$ cat src/rtl/muldiv_sequencer_if.sv
// Decode/EX <-> multiply/divide sequencer handshake.
//   master : pipeline side, drives start/funct3/a/b/flush, observes status/result
//   slave  : sequencer side
//   start  : EX holds an M-extension instruction
//   funct3 : 0 MUL, 1 MULH, 2 MULHSU, 3 MULHU, 4 DIV, 5 DIVU, 6 REM, 7 REMU
//   a, b   : rs1 / rs2 operands
//   flush  : branch/jump taken, abort the operation
//   busy   : operation in progress
//   stall  : hold IF/ID/EX registers
//   done   : single-cycle pulse, result valid
//   result : operation result, held until the next accepted start
interface muldiv_sequencer_if #(
  parameter int XLEN = 32
);
  logic            start;
  logic [2:0]      funct3;
  logic [XLEN-1:0] a;
  logic [XLEN-1:0] b;
  logic            flush;
  logic            busy;
  logic            stall;
  logic            done;
  logic [XLEN-1:0] result;

  modport master (
    output start, funct3, a, b, flush,
    input  busy, stall, done, result
  );

  modport slave (
    input  start, funct3, a, b, flush,
    output busy, stall, done, result
  );
endinterface

$ cat src/rtl/muldiv_sequencer.sv
// Multi-cycle RV32M multiply/divide sequencer for the EX stage.
// A single 33-bit add/subtract datapath is iterated 32 times: shift-add for
// multiplies, restoring division for divides. Division by zero and signed
// overflow complete in one cycle through a fast path.
// Ports:
//   clk : rising-edge clock
//   rst : asynchronous, active-low reset
//   bus : muldiv_sequencer_if slave (start/funct3/a/b/flush in,
//         busy/stall/done/result out)
module muldiv_sequencer #(
  parameter int XLEN  = 32,
  parameter int CNT_W = 5
) (
  input logic               clk,
  input logic               rst,
  muldiv_sequencer_if.slave bus
);

  typedef enum logic [2:0] {IDLE, PREP, CALC, FIX, DONE} state_t;

  localparam logic [XLEN-1:0]  MIN_NEG = {1'b1, {(XLEN-1){1'b0}}};
  localparam logic [CNT_W-1:0] LAST    = CNT_W'(XLEN - 1);

  state_t          state;
  logic [CNT_W-1:0] cnt;
  logic [2:0]      op;
  logic            neg_a;
  logic            neg_b;
  // hi: upper product half / partial remainder
  // lo: multiplier being shifted out / dividend shifting into quotient
  logic [XLEN-1:0] hi;
  logic [XLEN-1:0] lo;
  logic [XLEN-1:0] opb;
  logic            busy_q;
  logic            done_q;
  logic [XLEN-1:0] result_q;

  function automatic logic [XLEN-1:0] abs_val(input logic signed [XLEN-1:0] v,
                                               input logic en);
    // Most-negative input wraps to itself, which is its correct unsigned magnitude.
    if (en && v < 0) return XLEN'(-v);
    return v;
  endfunction

  // Fast-path detection on the live request operands
  logic            b_zero;
  logic            ovf;
  logic            fast;
  logic [XLEN-1:0] fast_val;

  always_comb begin
    b_zero   = (bus.b == '0);
    ovf      = bus.funct3[2] & ~bus.funct3[0] & (bus.a == MIN_NEG) & (bus.b == '1);
    fast     = bus.funct3[2] & (b_zero | ovf);
    fast_val = '1;
    if (b_zero) fast_val = bus.funct3[1] ? bus.a : '1;
    else        fast_val = bus.funct3[1] ? '0 : MIN_NEG;
  end

  // Which operands are treated as signed for the latched operation
  logic a_signed;
  logic b_signed;

  always_comb begin
    a_signed = (op == 3'd1) | (op == 3'd2) | (op == 3'd4) | (op == 3'd6);
    b_signed = (op == 3'd1) | (op == 3'd4) | (op == 3'd6);
  end

  // Shared 33-bit adder: add for multiply, subtract (x + ~y + 1) for divide
  logic [XLEN:0] add_x;
  logic [XLEN:0] add_y;
  logic [XLEN:0] add_sum;
  logic          add_cin;

  always_comb begin
    add_x   = '0;
    add_y   = '0;
    add_cin = 1'b0;
    if (op[2]) begin
      add_x   = {hi, lo[XLEN-1]};
      add_y   = ~{1'b0, opb};
      add_cin = 1'b1;
    end else begin
      add_x   = {1'b0, hi};
      add_y   = lo[0] ? {1'b0, opb} : '0;
    end
    add_sum = add_x + add_y + (XLEN+1)'(add_cin);
  end

  // Sign correction and result selection, consumed in FIX
  logic [2*XLEN-1:0] prod_fix;
  logic [XLEN-1:0]   quo_fix;
  logic [XLEN-1:0]   rem_fix;
  logic [XLEN-1:0]   fix_val;

  always_comb begin
    prod_fix = (neg_a ^ neg_b) ? -{hi, lo} : {hi, lo};
    quo_fix  = (neg_a ^ neg_b) ? -lo : lo;
    rem_fix  = neg_a ? -hi : hi;
    case (op)
      3'd0:                fix_val = prod_fix[XLEN-1:0];
      3'd1, 3'd2, 3'd3:    fix_val = prod_fix[2*XLEN-1:XLEN];
      3'd4, 3'd5:          fix_val = quo_fix;
      default:             fix_val = rem_fix;
    endcase
  end

  always_ff @(posedge clk or negedge rst) begin
    if (!rst) begin
      state    <= IDLE;
      cnt      <= '0;
      op       <= '0;
      neg_a    <= 1'b0;
      neg_b    <= 1'b0;
      hi       <= '0;
      lo       <= '0;
      opb      <= '0;
      busy_q   <= 1'b0;
      done_q   <= 1'b0;
      result_q <= '0;
    end else begin
      done_q <= 1'b0;
      case (state)
        IDLE: begin
          if (bus.start && !bus.flush) begin
            if (fast) begin
              result_q <= fast_val;
              done_q   <= 1'b1;
              state    <= DONE;
            end else begin
              op     <= bus.funct3;
              lo     <= bus.a;
              opb    <= bus.b;
              hi     <= '0;
              busy_q <= 1'b1;
              state  <= PREP;
            end
          end
        end
        PREP: begin
          if (bus.flush) begin
            busy_q <= 1'b0;
            state  <= IDLE;
          end else begin
            neg_a <= a_signed & lo[XLEN-1];
            neg_b <= b_signed & opb[XLEN-1];
            lo    <= abs_val(lo, a_signed);
            opb   <= abs_val(opb, b_signed);
            hi    <= '0;
            cnt   <= '0;
            state <= CALC;
          end
        end
        CALC: begin
          if (bus.flush) begin
            busy_q <= 1'b0;
            cnt    <= '0;
            state  <= IDLE;
          end else begin
            if (op[2]) begin
              // add_sum[XLEN] set means the trial subtract borrowed: restore
              hi <= add_sum[XLEN] ? add_x[XLEN-1:0] : add_sum[XLEN-1:0];
              lo <= {lo[XLEN-2:0], ~add_sum[XLEN]};
            end else begin
              hi <= add_sum[XLEN:1];
              lo <= {add_sum[0], lo[XLEN-1:1]};
            end
            cnt <= cnt + 1'b1;
            if (cnt == LAST) state <= FIX;
          end
        end
        FIX: begin
          busy_q <= 1'b0;
          if (bus.flush) begin
            state <= IDLE;
          end else begin
            result_q <= fix_val;
            done_q   <= 1'b1;
            state    <= DONE;
          end
        end
        default: state <= IDLE;
      endcase
    end
  end

  assign bus.busy   = busy_q;
  assign bus.done   = done_q;
  assign bus.result = result_q;
  assign bus.stall  = (bus.start & (state == IDLE) & ~fast) | busy_q;

endmodule

$ cat src/flat_wrapper.sv
// flat-port wrapper written by rule: the top's interface ports become plain ports
module muldiv_sequencer_flat 
#(
  parameter int XLEN  = 32,
  parameter int CNT_W = 5
)
  (clk, rst, bus_start, bus_funct3, bus_a, bus_b, bus_flush, bus_busy, bus_stall, bus_done, bus_result);
  muldiv_sequencer_if #(.XLEN(XLEN)) bus_i ();
  input logic clk;
  input logic rst;
  input wire logic [$bits(bus_i.start)-1:0] bus_start;
  input wire logic [$bits(bus_i.funct3)-1:0] bus_funct3;
  input wire logic [$bits(bus_i.a)-1:0] bus_a;
  input wire logic [$bits(bus_i.b)-1:0] bus_b;
  input wire logic [$bits(bus_i.flush)-1:0] bus_flush;
  output wire logic [$bits(bus_i.busy)-1:0] bus_busy;
  output wire logic [$bits(bus_i.stall)-1:0] bus_stall;
  output wire logic [$bits(bus_i.done)-1:0] bus_done;
  output wire logic [$bits(bus_i.result)-1:0] bus_result;
  assign bus_i.start = bus_start;
  assign bus_i.funct3 = bus_funct3;
  assign bus_i.a = bus_a;
  assign bus_i.b = bus_b;
  assign bus_i.flush = bus_flush;
  assign bus_busy = bus_i.busy;
  assign bus_stall = bus_i.stall;
  assign bus_done = bus_i.done;
  assign bus_result = bus_i.result;
  muldiv_sequencer #(.XLEN(XLEN), .CNT_W(CNT_W)) u_core (.clk(clk), .rst(rst), .bus(bus_i));
endmodule
$ cat config.mk
export PLATFORM = sky130hd
export DESIGN_NAME = muldiv_sequencer_flat
export DESIGN_NICKNAME = d
export VERILOG_FILES = /design/src/rtl/muldiv_sequencer_if.sv /design/src/rtl/muldiv_sequencer.sv /design/src/flat_wrapper.sv
export SDC_FILE = /design/constraint.sdc
export NUM_CORES = 1
export LEC_CHECK = 0
export CORE_ASPECT_RATIO = 1.1
export CORE_UTILIZATION = 35
export DETAILED_ROUTE_END_ITERATION = 8
export PLACE_DENSITY = 0.51
export REMOVE_ABC_BUFFERS = 1
export SETUP_SLACK_MARGIN = 0.05
export SLEW_MARGIN = 40
export SYNTH_ARGS = -nofsm -noshare
export SYNTH_HDL_FRONTEND = slang
export SYNTH_SLANG_ARGS = --single-unit
$ cat constraint.sdc
create_clock -name clk -period 7.75 [get_ports clk]
set_input_delay 0.775 -clock clk [delete_from_list [all_inputs] [get_ports clk]]
set_output_delay 0.775 -clock clk [all_outputs]
set_load 0.005 [all_outputs]
* Yosys cells after proc, flatten, opt, wreduce, memory -nomap -nowiden
Index checks and enable logic that the tools add are counted.
** Storage, ports and cells
- Bits in registers :: 143
- Output and inout bits :: 35
- Word-level logic and storage cells :: 148
** Operators by class
- Add/sub/neg operators :: 8
- Magnitude comparators :: 2
- Eq/ne operators :: 22
- Mux-type cells :: 60
- Bitwise operators :: 21
- Reduce and logical (&&, ||, !) cells :: 24
** Operators by type and width (number)
- 32-bit 2-to-1 mux :: 27
- 32-bit one-hot mux with 3 select lines :: 3
- 32-bit negation :: 4
- 32-bit one-hot mux with 2 select lines :: 2
- 33-bit 2-to-1 mux :: 2
- 32-bit equality test (second input constant) :: 2
- 32-bit by 1-bit less-than comparator with 1-bit output (second input constant) :: 2
- 64-bit 2-to-1 mux :: 1
- 64-bit negation :: 1
- 33-bit by 1-bit adder with 33-bit output :: 1
- 33-bit adder :: 1
- 32-bit inverter with 33-bit output :: 1
- 32-bit logical NOT :: 1
- 3-bit 2-to-1 mux :: 5
- 1-bit 2-to-1 mux :: 13
- 3-bit by 2-bit equality test with 1-bit output (second input constant) :: 4
- 3-bit one-hot mux with 4 select lines :: 1
- 5-bit 2-to-1 mux :: 2
- 2-bit by 1-bit inequality test with 1-bit output (second input constant) :: 5
- 5-bit one-hot mux with 2 select lines :: 1
- 5-bit AND reduction :: 2
- 3-bit equality test (second input constant) :: 3
- 1-bit bitwise AND :: 8
- 2-bit inequality test (second input constant) :: 4
- 21 further kinds :: 41

* Depth between registers and ports, before layout
- Depth in word-level cells :: 11
- Mapped depth :: 18
- Mapped depth without buffers :: 15

* Worst setup path after synthesis
Ideal clock, no wire load.
- Path type :: reg2reg
- Start point :: register u_core.op[2]
- End point :: register u_core.hi[24]
- Data arrival time :: 4.362 ns
- Data required time :: 7.624 ns
- Slack :: 3.262 ns
- Stages on the path, launching flop included :: 18
- Path buffers :: 3
- Path through :: dfrtp_1 -> clkbuf_1 -> clkbuf_1 -> clkbuf_1 -> nand2_1 -> o21ai_0 -> inv_1 -> fa_1 -> fa_1 -> nor2b_1 -> o31ai_1 -> a211o_1 -> a211oi_1 -> nor3_2 -> a31oi_4 -> xor2_2 -> mux2_2 -> a221o_1
** Between the ends
- Word-level cells in the longest chain between the ends :: 7
- Elaborated cells on any way between the ends :: 9
** RTL lines
- start: declaration :: line muldiv_sequencer.sv:26 : logic [2:0] op;
- start signal: assignment :: line muldiv_sequencer.sv:131 : op <= bus.funct3;
- 33-bit 2-to-1 mux :: line muldiv_sequencer.sv:79 : if (op[2]) begin
- 33-bit adder :: line muldiv_sequencer.sv:87 : add_sum = add_x + add_y + (XLEN+1)'(add_cin);
- 33-bit by 1-bit adder with 33-bit output :: line muldiv_sequencer.sv:87
- 32-bit 2-to-1 mux :: line muldiv_sequencer.sv:162 : hi <= add_sum[XLEN] ? add_x[XLEN-1:0] : add_sum[XLEN-1:0];
- 32-bit 2-to-1 mux (*) :: line muldiv_sequencer.sv:160 : if (op[2]) begin
- 32-bit 2-to-1 mux (*) :: line muldiv_sequencer.sv:155 : if (bus.flush) begin
- 32-bit one-hot mux with 3 select lines (*) :: line muldiv_sequencer.sv:123 : case (state)
- end signal: assignment :: line muldiv_sequencer.sv:162
- end signal: assignment :: line muldiv_sequencer.sv:165 : hi <= add_sum[XLEN:1];
- end: declaration :: line muldiv_sequencer.sv:31 : logic [XLEN-1:0] hi;
Mark *: on every way between the ends. The rest lies on a longest branch, timed or not. The select of a mux whose other input is x is not followed.
A chain may end at the register's enable or synchronous reset.

* Final worst setup path
- Start point :: register u_core.op[2]
- End point :: register u_core.hi[0]
The elaborated chain is that of the path after synthesis.

==> metrics <==
status finished clean; CTS sink cnt 143; post_cts resized 0; die footprint 39,900 um2; largest net degree at the start of global routing 90; pre-CTS setup slack 2320 ps; antenna violation net count after detailed routing 0; Post-Syn Instances 1,824; reg-to-reg slack, setup 2370 ps; Post-Synth Adder-Cell Area 0.0367; PnR worst setup slack 2370 ps; vias 14,000; share of synthesized registers carrying an async set or reset 1.00; period utilization 0.694; cell taking the most area after synthesis dfrtp_1; largest family of logic cells by synthesized area compound AO/OA/AOI/OAI gates; crit end category flop; count leader, synth o21ai_0; Post-Route WL 51,500 um; HPWL Detailed 37,300 um; post-synthesis xor/xnor area fraction 0.0702; Peak Freq 186 MHz; clock skew 10.1 ps; initial antenna violation count 2; Setup TNS 0 ps; Post-CTS Hold Fix Bufs 0; CTS root buf clkbuf_16; register area 3580 um2; Startpoint Class flop; Die W 191 um; Starting Density 0.357; PwrDens 285 nW/um2; Skew-Pair Late Insertion Delay 470 ps; worst-margin pin slew 847 ps; Slew HR 0.433; warnings from Yosys 0; Hold WC Path Type input port to asynchronous set/reset pin; EDFF count, synth 0; Die H 209 um; synthesized area per cell 7.51 um2; post-route minimum period 5380 ps; CP required 8120 ps; diodes inserted 0; DRT Pass-1 Iters 7; I/O pin cnt 106; Max Root-Sink Buffers 2; top post-synthesis cells by area dfrtp_1 26%, o21ai_0 7.5%, a21oi_1 5.5%; Syn Std Cell Area 13,700 um2; Routed WL per cell 22.1 um; fraction of the mapped netlist area in simple logic gates 0.227; Final Max Slew Viols 0; highest fanout seen on the critical path 45; sequential fraction of the synthesis area 0.261; number of global-route vias before repair 13,100; critical path class flop to flop; I/O Buffers 105; CTS clk-pin slew, worst paths 70 ps; area grow syn2layout 14.4%; most instantiated cells after synthesis 206 x o21ai_0, 188 x nand2_1, 172 x nor2_1, 151 x a21oi_1, 145 x clkbuf_1; worst reg2reg path startpoint u_core.op[2]; global-route wire length before repair 79,800 um; reg-to-reg endpoint u_core.hi[0]; Synth Flop Type dfrtp_1; DRC viols 0; Netlist cell types 83; compound-cell area share of the yosys netlist 0.274; arrival time at the worst endpoint 5750 ps; Setup-failing EPs final 0; Final Hold Vio Count 0; final-stage net count 1,926; VDD IR max 0.000202 V; DP Area 15,100 um2; DR iter-0 viols 1,079; DR vias/cell 6.02; Yosys reg bits 143; Overflow after GRT 0; H-Tree Depth 4; gr usage total 0.260; Reg2Reg Depth 16; Num CTS Buffers 17; Core ar. 38,400 um2; fraction of layout cells with a size suffix above 1 0.0853; post-CTS setup buffers 0; final cell utilization of the core 0.408; Rows 75; fillcell total 3,980; final instance area 15,700 um2; Max-cap violations 0; Multi-input gate area 9430 um2; Leak 6.02 nW; mux share of post-synthesis cell area 0.0750; top-area cell type share of the netlist area 0.261; RSZ-0062 raised after global routing false; CTS tree yes; Final Wtd Congestion 0.920
[cells by family after synthesis]
family / Yosys count
AO/OA/AOI/OAI: 607
XOR/XNOR: 108
adder cells (fa/ha/maj): 39
buffers and inverters: 197
flip-flops: 143
multiplexers: 97
AND/OR/NAND/NOR: 633
[metrics by stage]
step	hold WS [ps]	cells	total power, mW
6_report	162	2329	4.47
5_1_grt	173	2329	4.77
4_1_cts	386	2328	4.46
3_5_place_dp	477	2296	3.58
3_3_place_gp	471	2295	3.57
2_1_floorplan	473	1660	2.75
[worst max-delay path: stages, from the launching register on]
cell and delay [ps]:
dfrtp_4 720, buf_4 600, nand2_1 110, o21ai_0 140
inv_1 100, fa_1 410, fa_1 420, nor2b_1 180
o31ai_1 100, a211o_1 330, a211oi_1 280, nor3_2 120
a31oi_4 280, xor2_2 510, buf_4 400, mux2_2 370
o221ai_1 170
[cell type report]
class | instances | share of cell area
sequential | 143 | 0.229
multi-input combinational | 1484 | 0.602
inverter | 33 | 0.00791
timing repair buffer | 137 | 0.0848
tap | 500 | 0.0399
clock inverter | 15 | 0.00927
clock buffer | 17 | 0.0272
[flip-flops by register name, summed over array words and instances, names as in the netlist]
signal	cells
u_core.cnt	5
u_core.bus.result	32
u_core.neg_a	1
u_core.lo	32
u_core.bus.busy	1
u_core.state	3
u_core.opb	32
u_core.neg_b	1
u_core.op	3
u_core.bus.done	1
u_core.hi	32
[layout by cell type (no fill, tap or decap), types with 18 or more instances in the layout]
master / instances
xor2_1: 42
a221oi_1: 25
nand4_1: 24
o21ai_0: 206
a21oi_1: 151
buf_4: 28
or3_1: 23
nor3_1: 61
nor4_1: 31
o221ai_1: 20
a22oi_1: 27
mux2i_1: 52
nand2_1: 186
mux2_2: 45
xnor2_1: 62
inv_1: 33
dfrtp_1: 142
o22ai_1: 38
clkdlybuf4s50_1: 104
a31oi_1: 18
ha_1: 37
nand3_1: 29
nor2_1: 170
[power by group]
| part | switching [mW] | internal (mW) |
|---|---|---|
| sequential | 0.314 | 0.922 |
| combinational | 1.40 | 0.971 |
| clock | 0.386 | 0.470 |
[how the worst max path moves through the flow]
stage | slack [ps] | cells past startpoint | endpoint | from
floorplan | 780 | 12 | u_core.hi[24] | u_core.op[2]
global placement | 2110 | 14 | u_core.hi[0] | u_core.op[2]
detailed placement | 2320 | 16 | u_core.hi[0] | u_core.op[2]
CTS | 2310 | 16 | u_core.hi[0] | u_core.op[2]
global route | 2030 | 16 | u_core.hi[0] | u_core.op[2]
finish | 2370 | 16 | u_core.hi[0] | u_core.op[2]
[layer usage]
metal	share of wire	GRT usage
met1	0.45	0.356
met2	0.46	0.415
met3	0.053	0.0334
met4	0.030	0.0979
met5	0.00021	0
No activity file was read; power rests on OpenSTA's default activity.
